===== src/rtl/ifetch_ctrl_if.sv =====
// Fetch-stage bus bundle: instruction-memory port, redirect input and decode-side entry.
// No latency of its own; it only groups the wires.
// Backpressure flows decode -> fetch on if_ready; memory is same-cycle, so it has no stall.
interface ifetch_ctrl_if;
  logic [63:0] imem_addr;
  logic [31:0] imem_instr;
  logic        imem_exc_en;
  logic [3:0]  imem_exc_code;
  logic [63:0] imem_exc_val;
  logic        redirect_en;
  logic [63:0] redirect_pc;
  logic        if_valid;
  logic        if_ready;
  logic [31:0] if_instr;
  logic [63:0] if_pc;
  logic        if_exc_en;
  logic [3:0]  if_exc_code;
  logic [63:0] if_exc_val;

  // Fetch controller side.
  modport master (
    output imem_addr,
    input  imem_instr,
    input  imem_exc_en,
    input  imem_exc_code,
    input  imem_exc_val,
    input  redirect_en,
    input  redirect_pc,
    output if_valid,
    input  if_ready,
    output if_instr,
    output if_pc,
    output if_exc_en,
    output if_exc_code,
    output if_exc_val
  );

  // Memory, redirect source and decode side.
  modport slave (
    input  imem_addr,
    output imem_instr,
    output imem_exc_en,
    output imem_exc_code,
    output imem_exc_val,
    output redirect_en,
    output redirect_pc,
    input  if_valid,
    output if_ready,
    input  if_instr,
    input  if_pc,
    input  if_exc_en,
    input  if_exc_code,
    input  if_exc_val
  );
endinterface


===== src/rtl/ifetch_ctrl.sv =====
// Instruction fetch controller: pc register, one-entry output register, FETCH/FAULT FSM.
// Latency: the word at imem_addr=A appears on if_* one cycle later; one entry per cycle.
// Backpressure: if_valid && !if_ready stalls pc and entry; a redirect flushes the entry.
module ifetch_ctrl #(
  parameter logic [63:0] RESET_PC  = 64'h0,
  parameter logic [31:0] NOP_INSTR = 32'h00000013
) (
  input  logic          clk,
  input  logic          rst,
  ifetch_ctrl_if.master bus
);

  localparam logic [0:0] ST_FETCH = 1'b0;
  localparam logic [0:0] ST_FAULT = 1'b1;

  typedef struct packed {
    logic [31:0] instr;
    logic [63:0] pc;
    logic        exc_en;
    logic [3:0]  exc_code;
    logic [63:0] exc_val;
  } entry_t;

  logic [63:0] r_pc;
  logic [0:0]  r_state;
  logic        r_if_valid;
  entry_t      r_entry;

  logic        w_slot_free;
  logic        w_capture;
  logic        w_misaligned;
  logic        w_fault;
  entry_t      w_cap_entry;

  // The slot frees up when it is empty or its entry is taken at this edge.
  assign w_slot_free  = !r_if_valid || bus.if_ready;
  // A redirect cycle never captures; the fetch at the old pc is discarded.
  assign w_capture    = !bus.redirect_en && (r_state == ST_FETCH) && w_slot_free;
  assign w_misaligned = (r_pc[1:0] != 2'b00);
  assign w_fault      = w_misaligned || bus.imem_exc_en;

  // Build the entry for the current fetch; misalignment outranks a memory fault.
  always_comb begin
    w_cap_entry = '{instr: bus.imem_instr, pc: r_pc, exc_en: 1'b0,
                    exc_code: 4'd0, exc_val: 64'd0};
    if (w_misaligned) begin
      w_cap_entry.instr    = NOP_INSTR;
      w_cap_entry.exc_en   = 1'b1;
      w_cap_entry.exc_code = 4'd0;
      w_cap_entry.exc_val  = r_pc;
    end else if (bus.imem_exc_en) begin
      w_cap_entry.instr    = NOP_INSTR;
      w_cap_entry.exc_en   = 1'b1;
      w_cap_entry.exc_code = bus.imem_exc_code;
      w_cap_entry.exc_val  = bus.imem_exc_val;
    end
  end

  // pc, state and output entry: reset, then redirect, then capture/stall/fault drain.
  always_ff @(posedge clk) begin
    if (rst) begin
      r_pc       <= RESET_PC;
      r_state    <= ST_FETCH;
      r_if_valid <= 1'b0;
      r_entry    <= '{instr: NOP_INSTR, pc: 64'd0, exc_en: 1'b0,
                      exc_code: 4'd0, exc_val: 64'd0};
    end else if (bus.redirect_en) begin
      r_pc       <= bus.redirect_pc;
      r_state    <= ST_FETCH;
      r_if_valid <= 1'b0;
    end else if (w_capture) begin
      r_if_valid <= 1'b1;
      r_entry    <= w_cap_entry;
      if (w_fault) begin
        // pc parks on the faulting address until someone redirects us.
        r_state <= ST_FAULT;
      end else begin
        r_pc <= r_pc + 64'd4;
      end
    end else if ((r_state == ST_FAULT) && r_if_valid && bus.if_ready) begin
      // Fault entry consumed; stay idle so exactly one is issued.
      r_if_valid <= 1'b0;
    end
  end

  assign bus.imem_addr   = r_pc;
  assign bus.if_valid    = r_if_valid;
  assign bus.if_instr    = r_entry.instr;
  assign bus.if_pc       = r_entry.pc;
  assign bus.if_exc_en   = r_entry.exc_en;
  assign bus.if_exc_code = r_entry.exc_code;
  assign bus.if_exc_val  = r_entry.exc_val;

endmodule


===== src/flat_wrapper.sv =====
// flat-port wrapper written by rule: the top's interface ports become plain ports
module ifetch_ctrl_flat 
#(
  parameter logic [63:0] RESET_PC  = 64'h0,
  parameter logic [31:0] NOP_INSTR = 32'h00000013
)
  (clk, rst, bus_imem_addr, bus_imem_instr, bus_imem_exc_en, bus_imem_exc_code, bus_imem_exc_val, bus_redirect_en, bus_redirect_pc, bus_if_valid, bus_if_ready, bus_if_instr, bus_if_pc, bus_if_exc_en, bus_if_exc_code, bus_if_exc_val);
  ifetch_ctrl_if bus_i ();
  input  logic clk;
  input  logic rst;
  output wire logic [$bits(bus_i.imem_addr)-1:0] bus_imem_addr;
  input wire logic [$bits(bus_i.imem_instr)-1:0] bus_imem_instr;
  input wire logic [$bits(bus_i.imem_exc_en)-1:0] bus_imem_exc_en;
  input wire logic [$bits(bus_i.imem_exc_code)-1:0] bus_imem_exc_code;
  input wire logic [$bits(bus_i.imem_exc_val)-1:0] bus_imem_exc_val;
  input wire logic [$bits(bus_i.redirect_en)-1:0] bus_redirect_en;
  input wire logic [$bits(bus_i.redirect_pc)-1:0] bus_redirect_pc;
  output wire logic [$bits(bus_i.if_valid)-1:0] bus_if_valid;
  input wire logic [$bits(bus_i.if_ready)-1:0] bus_if_ready;
  output wire logic [$bits(bus_i.if_instr)-1:0] bus_if_instr;
  output wire logic [$bits(bus_i.if_pc)-1:0] bus_if_pc;
  output wire logic [$bits(bus_i.if_exc_en)-1:0] bus_if_exc_en;
  output wire logic [$bits(bus_i.if_exc_code)-1:0] bus_if_exc_code;
  output wire logic [$bits(bus_i.if_exc_val)-1:0] bus_if_exc_val;
  assign bus_imem_addr = bus_i.imem_addr;
  assign bus_i.imem_instr = bus_imem_instr;
  assign bus_i.imem_exc_en = bus_imem_exc_en;
  assign bus_i.imem_exc_code = bus_imem_exc_code;
  assign bus_i.imem_exc_val = bus_imem_exc_val;
  assign bus_i.redirect_en = bus_redirect_en;
  assign bus_i.redirect_pc = bus_redirect_pc;
  assign bus_if_valid = bus_i.if_valid;
  assign bus_i.if_ready = bus_if_ready;
  assign bus_if_instr = bus_i.if_instr;
  assign bus_if_pc = bus_i.if_pc;
  assign bus_if_exc_en = bus_i.if_exc_en;
  assign bus_if_exc_code = bus_i.if_exc_code;
  assign bus_if_exc_val = bus_i.if_exc_val;
  ifetch_ctrl #(.RESET_PC(RESET_PC), .NOP_INSTR(NOP_INSTR)) u_core (.clk(clk), .rst(rst), .bus(bus_i));
endmodule

===== config.mk =====
export PLATFORM = sky130hd
export DESIGN_NAME = ifetch_ctrl_flat
export DESIGN_NICKNAME = d
export VERILOG_FILES = /design/src/rtl/ifetch_ctrl_if.sv /design/src/rtl/ifetch_ctrl.sv /design/src/flat_wrapper.sv
export SDC_FILE = /design/constraint.sdc
export NUM_CORES = 1
export LEC_CHECK = 0
export CAP_MARGIN = 20
export CORE_UTILIZATION = 35
export DETAILED_ROUTE_END_ITERATION = 6
export HOLD_SLACK_MARGIN = 0.02
export PLACE_DENSITY = 0.66
export SYNTH_ARGS = -nofsm -noshare
export SYNTH_HDL_FRONTEND = slang
export SYNTH_SLANG_ARGS = --single-unit

===== constraint.sdc =====
create_clock -name clk -period 6 [get_ports clk]
set_input_delay 1.2 -clock clk [delete_from_list [all_inputs] [get_ports clk]]
set_output_delay 1.2 -clock clk [all_outputs]
set_load 0.01 [all_outputs]

==> results of run 1 <==
## registers in the layout, summed over array words and instances, names as in the netlist
signal	count
u_core.bus.if_instr	32
u_core.bus.if_exc_en	1
u_core.bus.if_exc_val	64
u_core.bus.if_exc_code	4
u_core.bus.if_valid	1
u_core.bus.imem_addr	64
u_core.r_state	1
u_core.bus.if_pc	64
## cell families after synthesis
| kind of cell | count (synthesis) | share of synthesized area, % |
|---|---|---|
| mux | 3 | 0.281 |
| flops | 231 | 43.2 |
| fa+ha+maj | 1 | 0.117 |
| buf+inv | 197 | 9.22 |
| simple gates | 614 | 26.8 |
| compound gates | 279 | 19.0 |
| xor+xnor | 16 | 1.31 |
## worst max-delay path, cell delays in order
cell and delay [ps]:
clkdlybuf4s50_1 480, nor2b_1 140, nor4_4 550, nand4_1 830, or4_1 760, a311oi_1 250
## layout by cell type, fill, tap and decap left out, types with 13 or more instances in the layout
cell type	count
and3_1	19
nand3_1	90
nor2_1	152
a311oi_1	88
nand4_1	22
a211oi_1	16
a22oi_1	33
clkdlybuf4s50_1	395
clkbuf_16	27
nor4_1	15
dfxtp_1	231
or3_1	13
nand2_1	228
a21oi_1	69
and4_1	15
inv_1	14
or4_1	16
o21ai_0	18
## metal layers
| metal | global-route usage [%] | vias to the layer above |
|---|---|---|
| met5 | 0 | - |
| met4 | 5.32 | 2 |
| met3 | 6.64 | 36 |
| met2 | 40.7 | 433 |
| met1 | 30.2 | 5195 |
| li1 | - | 5292 |
## power by group through the flow
stage                     Combinational [W]  Sequential, W  Clock [W]
after floorplan                    0.000320        0.00176          0
after global placement             0.000672        0.00177          0
after CTS                          0.000680        0.00174    0.00164
after global routing               0.000732        0.00175    0.00170
after detailed placement           0.000678        0.00177          0
final                              0.000675        0.00174    0.00160
## stage by stage
step	util (%)	instances	cell area, um2	setup slack [ps]
after floorplan	-	1341	10700	2550
after detailed placement	48.0	1959	14400	1670
after CTS	50.9	2008	15200	2250
after global routing	50.9	2009	15200	2000
after global placement	48.0	1959	14400	1770
final	50.9	2010	15200	2230
## cell usage after synthesis, types with 3 or more instances
| master | number |
|---|---|
| o31ai_1 | 10 |
| dfxtp_1 | 231 |
| nor3_1 | 8 |
| nand2_1 | 228 |
| a2111oi_0 | 12 |
| a211oi_1 | 16 |
| inv_1 | 15 |
| or2_2 | 3 |
| buf_1 | 9 |
| a22oi_1 | 33 |
| or4_1 | 16 |
| mux2i_1 | 3 |
| a311oi_1 | 88 |
| o21ai_0 | 18 |
| a211o_1 | 3 |
| nor2b_1 | 7 |
| buf_2 | 5 |
| o31a_1 | 3 |
| nand4_1 | 22 |
| xnor2_1 | 11 |
| nor2_1 | 154 |
| and2_1 | 9 |
| o22ai_1 | 5 |
| nand3_1 | 90 |
| nand2b_1 | 4 |
| clkbuf_1 | 104 |
| and3_1 | 19 |
| and4_1 | 15 |
| xor2_1 | 5 |
| buf_4 | 64 |
| nor4_1 | 15 |
| a21oi_1 | 69 |
| or3_1 | 13 |
## worst paths after layout
check / cells after the start / slack [ps] / endpoint / startpoint
worst max-delay path: 6 / 2230 / u_core.bus.imem_addr[42] / bus_if_ready
worst min-delay path: 2 / 450 / u_core.bus.if_pc[20] / u_core.bus.if_pc[20]
worst max register to register: 5 / 2580 / u_core.bus.imem_addr[42] / u_core.bus.imem_addr[4]
worst min register to register: 2 / 450 / u_core.bus.if_pc[20] / u_core.bus.if_pc[20]
## area by class of cell
type	instances	area (um2)
multi-input cells	913	5120
diodes	2	5.00
inverters	15	57.6
fillers	2820	14700
clock inverters	8	72.6
clock buffers	41	788
well taps	390	488
repair buffers	410	4070
flip-flops and latches	231	4620
==> metrics.txt, run 1 <==
sw frac=27.1%; synth top area cells=dfxtp_1, nand2_1, a311oi_1; run status=finished clean; nets=1768; WL met3=3.46 mm; layout cells sized above 1=4.26%; Worst setup EP type=flop; CTS H-Tree Depth=1; sequential fraction of design power=43.3%; CTS root buffer=clkbuf_16; WL met2=18.8 mm; Vias=11000; Post-synth EDFFs=0; clock share of power=39.9%; FF+latch count, synth=231; Longest Clk Path Bufs=3; DR pass1 iterations=5; largest net degree at the start of global routing=81; Setup Viol. Count Final=0; CTS Sinks=231; Setup CP Type=input port to flop; Logic pwr share=16.8%; met1 wire length=16.4 mm; final wirelength=39.2 mm; Initial Util=35.8%; max-cap violations=0; WHS=452 ps; final hold violations=0; Final Total Pwr=0.00402 W; Worst-path clk slew=60 ps; setup TNS=0 ps; Worst Tran Pin Value=920 ps; pwr dens=264 nW/um2; vias in the first global route=10400; Worst-Skew Late Latency=530 ps; Peak VDD IR=0.206 mV; CP startpoint kind=input port; fraction of the cycle the final worst path needs=62.9%; std cell rows=63; CTS tree=done; RSZ-0062 raised after global routing=false; CTS Hold Bufs=0; P_sw=0.00109 W; relative slew slack=38.5%; Mapped Area=10700 um2; Overflow after GRT=0; top_reg_cell synth=dfxtp_1; # IOs=399; Final ANT Viol Nets=0; post-CTS setup buffers=0; DR iter-0 viols=619; Synth top area share=43.2%; Worst EP required=6440 ps; post-synthesis sequential area ratio=43.2%; Worst Clk Skew=10.8 ps; Die H=177 um; Num CTS Buffers=27; Async SR Flop Fraction=0%; post-synthesis cell count=1341; post-synthesis average cell area=7.98 um2; I/O Buffers=398; Synth Net Count=1511; die width=177 um; post-synth cell types=54; CP arrival=4210 ps; min Tclk post-route=3770 ps; drc violations=0; Top Layer Used=met5; Slew Limit Fails=0; dpl hpwl=26.9 mm; Internal Dissipation=0.00293 W; area delta synth->final=42.2%; Final GP Congestion=0.804; Warnings, synthesis=0; initial antenna violation count=2; die area=31300 um2; GR Util All Layers=24.0%; crit path max fanout=22; Leak=5.16 nW; min-delay worst type=flop to flop; Wirelength per Cell=19.5 um; core area=29900 um2; vias per cell=5.45; global-route wire length before repair=59.7 mm; f_max=0.265 GHz; Yosys top cell by area=dfxtp_1; post-CTS resize count=0
(Power assumes the default switching activity.)
==> run 2: changes to the inputs <==
==> constraint.sdc (replaced) <==
create_clock -name clk -period 3.7 [get_ports clk]
set_input_delay 0.74 -clock clk [delete_from_list [all_inputs] [get_ports clk]]
set_output_delay 0.74 -clock clk [all_outputs]
set_load 0.01 [all_outputs]
==> metrics.txt, run 2 (synthesis results as in run 1) <==
run status=finished clean; grt met3 use=6.12% (-0.52 points); Final GP Congestion=0.803 (about the same); # IOs=399 (unchanged); Overflow after GRT=0 (unchanged); CTS Sinks=231 (unchanged); area delta synth->final=45.5%; Worst-path clk slew=60 ps (about the same); Slew Limit Fails=0 (unchanged); Die H=177 um (unchanged); worst-path cell chain=nand4_1 -> buf_4 -> nor3_1 -> nand3_1 -> buf_4 -> or3_1 -> a2111oi_0; most frequent cells in the layout=clkdlybuf4s50_1, dfxtp_1, nand2_1; nets=1800 (+1.8%); vias in the first global route=10600 (+1.7%); grt met2 use=40.4% (-0.28 points); GR Util All Layers=24.2% (+0.21 points); core area=29900 um2 (unchanged); Longest Clk Path Bufs=3 (unchanged); Vias=11000 (+0.53%); Final Util=52.1% (+1.1 points); DR pass1 iterations=5 (unchanged); pwr dens=432 nW/um2 (+64%); dpl hpwl=26.9 mm (about the same); CTS tree=done; Non-Filler Instances=2044 (+1.7%); Worst setup EP type=flop; setup TNS=0 ps (unchanged); die area=31300 um2 (unchanged); final wirelength=39.3 mm (+0.32%); Crit path top cell by count=buf_4; largest net degree at the start of global routing=95 (+17%); placed insts=1990 (+1.6%); max-cap violations=0 (unchanged); Wirelength per Cell=19.2 um (-1.3%); I/O Buffers=398 (unchanged); Worst Tran Pin Value=807 ps (-113 ps); RSZ-0062 raised after global routing=false; Reg2Reg Depth=7 (+2); commonest non-fill, non-tap cell in the layout=clkdlybuf4s50_1; final hold violations=0 (unchanged); Crit path depth=7 (+1); drc violations=0 (unchanged); Reg2Reg Setup Slack=760 ps (-1820 ps); Leak=5.36 nW (+3.9%); vias per cell=5.39 (-1.1%); CTS root buffer=clkbuf_16; CP arrival=3370 ps (-840 ps); CP max-delay cell=dfxtp_1; Setup Viol. Count Final=0 (unchanged); CTS Hold Bufs=0 (unchanged); global-route wire length before repair=60.0 mm (+0.60%); post-CTS resize count=0 (unchanged); Worst Hold Path Cells=2 (unchanged); worst r2r dst=u_core.bus.imem_addr[59]; Peak VDD IR=0.373 mV (+81%); Hold Path End=u_core.bus.if_pc[52]; Worst-Skew Late Latency=550 ps (+20 ps); Num CTS Buffers=28 (+3.7%); Worst Clk Skew=19.0 ps (+8.20 ps); initial antenna violation count=5 (+3); CP top delay family=simple AND/OR/NAND/NOR gates; layout cells sized above 1=6.19% (+1.9 points); CP startpoint kind=flop; f_max=0.340 GHz; Worst EP required=4130 ps (-2310 ps); DR iter-0 viols=729 (+18%); relative slew slack=46.2% (+7.7 points); Final ANT Viol Nets=0 (unchanged); Setup CP Type=flop to flop; fraction of the cycle the final worst path needs=79.4%; die width=177 um (unchanged); min Tclk post-route=2940 ps; CTS H-Tree Depth=1 (unchanged); post-CTS setup buffers=0 (unchanged); CP max stage delay=530 ps (-300 ps); Hold Crit Start=u_core.bus.if_pc[52]; reg2reg start=u_core.bus.imem_addr[4]; Bufs and invs on worst path=2 (+1); crit path max fanout=9 (-59%); GRT busiest layer=met2; std cell rows=63 (unchanged); Initial Util=35.8% (unchanged); grt met1 use=30.8% (+0.63 points); min-delay worst type=flop to flop
-- run 2: cell count changes in the layout (fill, tap and decap cells not counted), sizes merged --
cell,previous run,this run
inv,16,15
buf,15,46
diode,2,5
clkinv,6,4
clkbuf,41,44
-- run 2: cell type report --
type / count / area, um2
fill: 2829 / 14300
clock buffer: 44 / 872
sequential: 231 / 4620
antenna: 5 / 12.5
tap: 390 / 488
multi-input combinational: 913 / 5120
clock inverter: 5 / 53.8
inverter: 15 / 57.6
timing repair buffer: 441 / 4340
-- run 2: routing by layer --
metal	vias up	routed length, um
met5	-	12
met4	2	770
met3	43	3110
met2	409	18700
met1	5226	16700
li1	5336	-
-- run 2: worst register-to-register path, stage by stage (launching register included) --
cell	delay, ps
dfxtp_1	530
nand4_1	140
buf_4	210
nor3_1	490
nand3_1	450
buf_4	320
or3_1	340
a2111oi_0	350
-- run 2: per-stage QoR --
stage	hold WS (ps)	setup WS (ps)	total power (W)	instance area, um2
3_3_place_gp	441	318	0.00399	14600
6_report	452	762	0.00672	15600
2_1_floorplan	432	708	0.00337	10700
5_1_grt	470	527	0.00697	15600
4_1_cts	454	771	0.00678	15500
3_5_place_dp	446	269	0.00400	14600
-- run 2: where the power goes --
group	total [W]	internal [W]	leakage, nW	switching, W
registers	0.00278	0.00264	1.90	0.000140
clock network	0.00278	0.00167	0.460	0.00111
logic	0.00116	0.000597	3.00	0.000564
total	0.00672	0.00491	5.36	0.00181
-- run 2: worst max-delay path by stage --
| stage | from | end | slack, ps |
|---|---|---|---|
| floorplan | bus_redirect_en | u_core.bus.imem_addr[40] | 710 |
| global placement | bus_if_ready | u_core.bus.imem_addr[40] | 320 |
| detailed placement | bus_if_ready | u_core.bus.imem_addr[40] | 270 |
| CTS | u_core.bus.imem_addr[4] | u_core.bus.imem_addr[59] | 770 |
| global route | u_core.bus.imem_addr[27] | u_core.bus.imem_addr[43] | 530 |
| finish | u_core.bus.imem_addr[4] | u_core.bus.imem_addr[59] | 760 |
==> run 3: changes to the inputs <==
--- a/config.mk
+++ b/config.mk
@@ -9,7 +9,7 @@
 export CORE_UTILIZATION = 35
 export DETAILED_ROUTE_END_ITERATION = 6
 export HOLD_SLACK_MARGIN = 0.02
-export PLACE_DENSITY = 0.66
+export PLACE_DENSITY = 0.68
 export SYNTH_ARGS = -nofsm -noshare
 export SYNTH_HDL_FRONTEND = slang
 export SYNTH_SLANG_ARGS = --single-unit
==> constraint.sdc (replaced) <==
create_clock -name clk -period 2.5 [get_ports clk]
set_input_delay 0.5 -clock clk [delete_from_list [all_inputs] [get_ports clk]]
set_output_delay 0.5 -clock clk [all_outputs]
set_load 0.01 [all_outputs]
==> metrics.txt, run 3 (synthesis results as in run 1) <==
worst r2r dst=u_core.bus.imem_addr[48]; Final Util=53.7% (+1.6 points); die width=177 um (unchanged); Bufs and invs on worst path=1 (-1); multi-input logic area=5120 um2 (+0.15%); CP max-delay cell=or4_4; CP startpoint kind=flop; CTS tree=done; Final ANT Viol Nets=0 (unchanged); largest net degree at the start of global routing=145 (+53%); die area=31300 um2 (unchanged); Initial Util=35.8% (unchanged); Setup crit end=u_core.bus.imem_addr[48]; CP top delay family=simple AND/OR/NAND/NOR gates; Leak=5.65 nW (+5.4%); max-cap violations=0 (unchanged); Overflow after GRT=0 (unchanged); Longest Clk Path Bufs=3 (unchanged); std cell rows=63 (unchanged); GR Util All Layers=24.5% (+0.28 points); CP max stage delay=560 ps (+30 ps); most frequent cells in the layout=clkdlybuf4s50_1, dfxtp_1, nand2_1; layout cells sized above 1=9.25% (+3.1 points); run status=finished clean; commonest non-fill, non-tap cell in the layout=clkdlybuf4s50_1; Final GP Congestion=0.873 (+8.6%); crit path max fanout=8 (-1); vias in the first global route=10900 (+3.0%); I/O Buffers=398 (unchanged); reg2reg start=u_core.bus.imem_addr[1]; WHS=322 ps (-131 ps); Num CTS Buffers=28 (unchanged); final instance area=16000 um2 (+3.0%); CTS root buffer=clkbuf_16; worst-path cell chain=or3_4 -> or3_1 -> or4_4 -> buf_4 -> or4_1 -> nand3_1; area taken by flip-flops and latches=4620 um2 (unchanged); Wirelength per Cell=18.9 um (-1.8%); f_max=0.416 GHz (+22%); Vias=11200 (+2.1%); CTS Sinks=231 (unchanged); final hold violations=0 (unchanged); drc violations=0 (unchanged); Worst EP required=2970 ps (-1160 ps); pre-CTS WS=-232 ps (-501 ps); relative slew slack=47.1% (+0.96 points); CTS H-Tree Depth=1 (unchanged); pwr dens=605 nW/um2 (+40%); nets=1862 (+3.4%); Worst-path clk slew=60 ps (about the same); Worst Setup SP=u_core.bus.imem_addr[1]; DR pass1 iterations=5 (unchanged); Fillers=2813 (-0.57%); Crit path depth=6 (-1); Peak VDD IR=0.442 mV (+18%); Worst setup EP type=flop; Setup CP Type=flop to flop; vias per cell=5.36 (-0.61%); min-delay worst type=input port to flop; area delta synth->final=49.8%; RSZ-0062 raised after global routing=true; initial antenna violation count=3 (-2); final wirelength=39.7 mm (+0.85%); CTS Hold Bufs=0 (unchanged); Setup Viol. Count Final=0 (unchanged); Die H=177 um (unchanged); min Tclk post-route=2400 ps (-535 ps); Slew Limit Fails=0 (unchanged); Final Total Pwr=0.00970 W (+44%); global-route wire length before repair=61.0 mm (+1.6%); Reg2Reg Setup Slack=100 ps (-660 ps); CP arrival=2870 ps (-500 ps); dpl cell area=15200 um2 (+3.9%); Worst-Skew Late Latency=540 ps (about the same); Worst Tran Pin Value=793 ps (-14.3 ps); # IOs=399 (unchanged); fraction of the cycle the final worst path needs=96.1% (+17 points); Worst Clk Skew=13.8 ps (-5.20 ps); Reg2Reg Depth=6 (-1); core area=29900 um2 (unchanged); DR iter-0 viols=679 (-6.9%); setup ws final=96.9 ps (-665 ps); dpl hpwl=28.6 mm (+6.5%)
## run 3: cell types whose count changed in the layout (fill, tap and decap cells not counted), moves of 2 or more
| cell | previous run | this run |
|---|---|---|
| clkbuf_8 | 9 | 3 |
| clkinv_2 | 4 | 2 |
| buf_12 | 3 | 11 |
| a2111oi_0 | 12 | 10 |
| buf_4 | 40 | 94 |
| a2111oi_1 | 0 | 2 |
| diode_2 | 5 | 2 |
| clkbuf_1 | 6 | 11 |
## run 3: layer usage
| layer | share of wire, % | global-route usage, % | vias to the layer above |
|---|---|---|---|
| li1 | - | - | 5454 |
| met1 | 42 | 31.2 | 5314 |
| met2 | 48 | 41.1 | 423 |
| met3 | 7.9 | 6.16 | 56 |
| met4 | 2.2 | 6.21 | 2 |
| met5 | 0.033 | 0 | - |
## run 3: power breakdown
group / switching, W / leakage [nW] / total (W) / internal [W]
combinational: 0.000917 / 3.35 / 0.00188 / 0.000966
clock: 0.00155 / 0.401 / 0.00375 / 0.00220
sequential: 0.000150 / 1.90 / 0.00406 / 0.00391
## run 3: layout make-up
type	instances	area share (%)
Sequential cell	231	28.9
Timing Repair Buffer	503	30.6
Clock buffer	43	5.04
Tap cell	390	3.04
Multi-Input combinational cell	913	32.0
Inverter	15	0.359
Antenna cell	2	0.0312
Clock inverter	3	0.133
## run 3: stage by stage
step | cells | setup TNS [ps]
floorplan | 1341 | -336
global placement | 2052 | -3040
detailed placement | 2052 | -4870
CTS | 2098 | 0
global route | 2100 | -8.43
finish | 2100 | 0
## run 3: timing repair
item,CTS,global route
resized for setup,0,3
buffers inserted,0,0
endpoints found under the setup margin,0,7
hold endpoints to repair,0,0
## run 3: worst reg2reg max path, cell delays in order (launching register included)
cell and delay [ps]:
dfxtp_1 340, or3_4 390, or3_1 370, or4_4 560, buf_4 200, or4_1 410
nand3_1 80
## run 3: how the worst min path moves through the flow
| stage | start | to | cells past startpoint |
|---|---|---|---|
| 3_3_place_gp | u_core.bus.if_pc[37] | u_core.bus.if_pc[37] | 2 |
| 4_1_cts | rst | u_core.bus.if_instr[28] | 2 |
| 5_1_grt | rst | u_core.bus.if_exc_code[0] | 2 |
| 6_report | rst | u_core.bus.if_exc_en | 2 |
| 3_5_place_dp | u_core.bus.if_pc[51] | u_core.bus.if_pc[51] | 2 |
| 2_1_floorplan | u_core.r_state | u_core.bus.if_valid | 1 |
==> variant: new RTL, settings of run 2 <==
Reset style: asynchronous (`rst`), changed in one clocked block.
--- a/src/rtl/ifetch_ctrl.sv
+++ b/src/rtl/ifetch_ctrl.sv
@@ -57,7 +57,7 @@
   end
 
   // pc, state and output entry: reset, then redirect, then capture/stall/fault drain.
-  always_ff @(posedge clk) begin
+  always_ff @(posedge clk or posedge rst) begin
     if (rst) begin
       r_pc       <= RESET_PC;
       r_state    <= ST_FETCH;
Formal check against the unedited RTL: differs if rst is asserted again (counterexample within 4 cycles, from zero or initial values and one cycle with rst high); with rst held inactive, the same outputs for 4 cycles.
==> variant against run 2 <==
  * Synthesized area up 6.5%
  * Largest power group unchanged
  * Sequential cell count unchanged
  * Total power up 22%
  * Wire length up 6.0%
  * Cell area up 5.4%
  * Maximum frequency up 4.0%
  * Sequential power up 18%
  * Critical endpoint is now u_core.bus.imem_addr[50]$_DFFE_PP0P_
  * Setup slack better by 110 ps
==> variant: results (changes against run 2) <==
stage,metric,value,unit,change
layout,Clock-cell share,5.60,%,-0.35 points
global_routing,global-route wire length before repair,64100,µm,+6.8%
global_routing,vias in the first global route,10966,,+3.8%
layout,FF/Latch Area,5780,µm²,+25%
layout,nonclk buf count,441,,unchanged
placement,post-detail-place hpwl,29700,µm,+11%
placement,"worst slack, placed",334,ps,+65.4 ps
layout,count of multi-input gates,877,,-3.9%
worst_setup_path,Critical Path Fanout Max,19,,+10
layout,Nets,1761,,-2.2%
layout,Filler cells,2931,,+3.6%
global_routing,initial antenna violation count,4,,-1
synth,main area contributors after synthesis,"dfrtp_1 50%, nand2_1 10%, nand3_1 4.6%",,
layout,fin cells,2047,,+0.15%
global_routing,largest net degree at the start of global routing,78,,-18%
synth,"Distinct cells, synth",59,,+9.3%
sta,Hold Slack,474,ps,+22.1 ps
synth,Synth Area in XOR/XNOR,1.15,%,-0.16 points
routing,routed len/inst,20.4,µm,+5.8%
placement,placed cell area,15500,µm²,+5.9%
worst_setup_path,Critical Path Slowest Stage Cell,o41a_1,,
synth,syn nets,1456,,-3.6%
synth,mux cell area share after synthesis,0.274,%,-0.0063 points
min_path,hold path start,u_core.bus.if_pc[29]$_DFFE_PP0P_,,
synth,"Seq/Total Area, Yosys",50.7,%,+7.5 points
layout,Inverters,12,,-3
min_path,Hold Path Sink,u_core.bus.if_pc[29]$_DFFE_PP0P_,,
layout,# diodes,1,,-4
synth,Syn Area/Cell,8.86,µm²,+11%
worst_setup_path,RR Startpoint,u_core.bus.imem_addr[3]$_DFFE_PP0P_,,
status,status,completed,,
power_and_ir_drop,Pleak,6.82,nW,+27%
layout,top cell category,flip-flops and latches,,
worst_setup_path,highest cell delay on the worst timing path,560,ps,+30 ps
routing,vias per std cell,5.37,,-0.41%
global_routing,global-route usage over all layers,24.7,%,+0.47 points
synth,Synth Register Bits,231,,unchanged
layout,Signal buf overhead,26.8,%,-1.1 points
layout,layout cells sized above 1,6.95,%,+0.77 points
worst_setup_path,Crit path arrival time,3250,ps,-120 ps
sta,Rel. slew slack,31.7,%,-15 points
power_and_ir_drop,worst vdd ir,331,µV,-11%
synth,post-synthesis async set-or-reset flop share,100,%,+100 points
layout,multi-input combinational area share,28.7,%,-4.2 points
layout,Final Cell Area,16400,µm²,+5.4%
synth,adder-cell share of the synthesized area,0.110,%,-0.0072 points
worst_setup_path,reg2reg setup slack,870,ps,+110 ps
sta,clock skew,19.6,ps,+0.593 ps
synth,Post-synth top cells,"305 x nand2_1, 228 x dfrtp_1, 105 x nand3_1",,
routing,1st-iter DRT viols,716,,-1.8%
==> variant: cell types whose count changed in the layout (fill, tap and decap cells not counted), sizes merged, moves of 15 or more <==
cell and change:
dfxtp -231, dfrtp +228, a311oi -86, nand2 +77, a31oi +75, a21oi -60
nor2 -59, a22o +33, o21ai +27, a22oi -26, a211oi -15, nand3 +15
==> variant: where the power goes <==
group / switching (mW) / internal (mW)
Combinational: 0.977 / 1.15
Clock: 1.11 / 1.65
Sequential: 0.357 / 2.93
==> variant: layer usage <==
layer | part of all wire (%) | global-route usage [%] | vias to the layer above
met2 | 48 | 42.0 | 458
li1 | - | - | 5097
met4 | 3.0 | 7.73 | 4
met1 | 42 | 31.7 | 5344
met3 | 7.1 | 4.63 | 84
met5 | 0.065 | 0 | -
==> variant: worst max-delay path, delay by kind of cell (launching register included) <==
kind	cells	cell delay [ps]
buf+inv	1	200
simple gates	3	900
fa+ha+maj	1	260
flops	1	510
compound gates	2	840
==> variant: how the worst max path moves through the flow <==
stage / startpoint / slack (ps) / endpoint
6_report: u_core.bus.imem_addr[3]$_DFFE_PP0P_ / 870 / u_core.bus.imem_addr[50]$_DFFE_PP0P_
4_1_cts: u_core.bus.imem_addr[16]$_DFFE_PP0P_ / 870 / u_core.bus.imem_addr[50]$_DFFE_PP0P_
3_5_place_dp: bus_if_ready / 330 / u_core.bus.imem_addr[50]$_DFFE_PP0P_
3_3_place_gp: bus_if_ready / 420 / u_core.bus.imem_addr[50]$_DFFE_PP0P_
5_1_grt: u_core.bus.imem_addr[16]$_DFFE_PP0P_ / 680 / u_core.bus.imem_addr[50]$_DFFE_PP0P_
2_1_floorplan: rst / -60 / u_core.bus.if_exc_code[0]$_DFFE_PP0P_
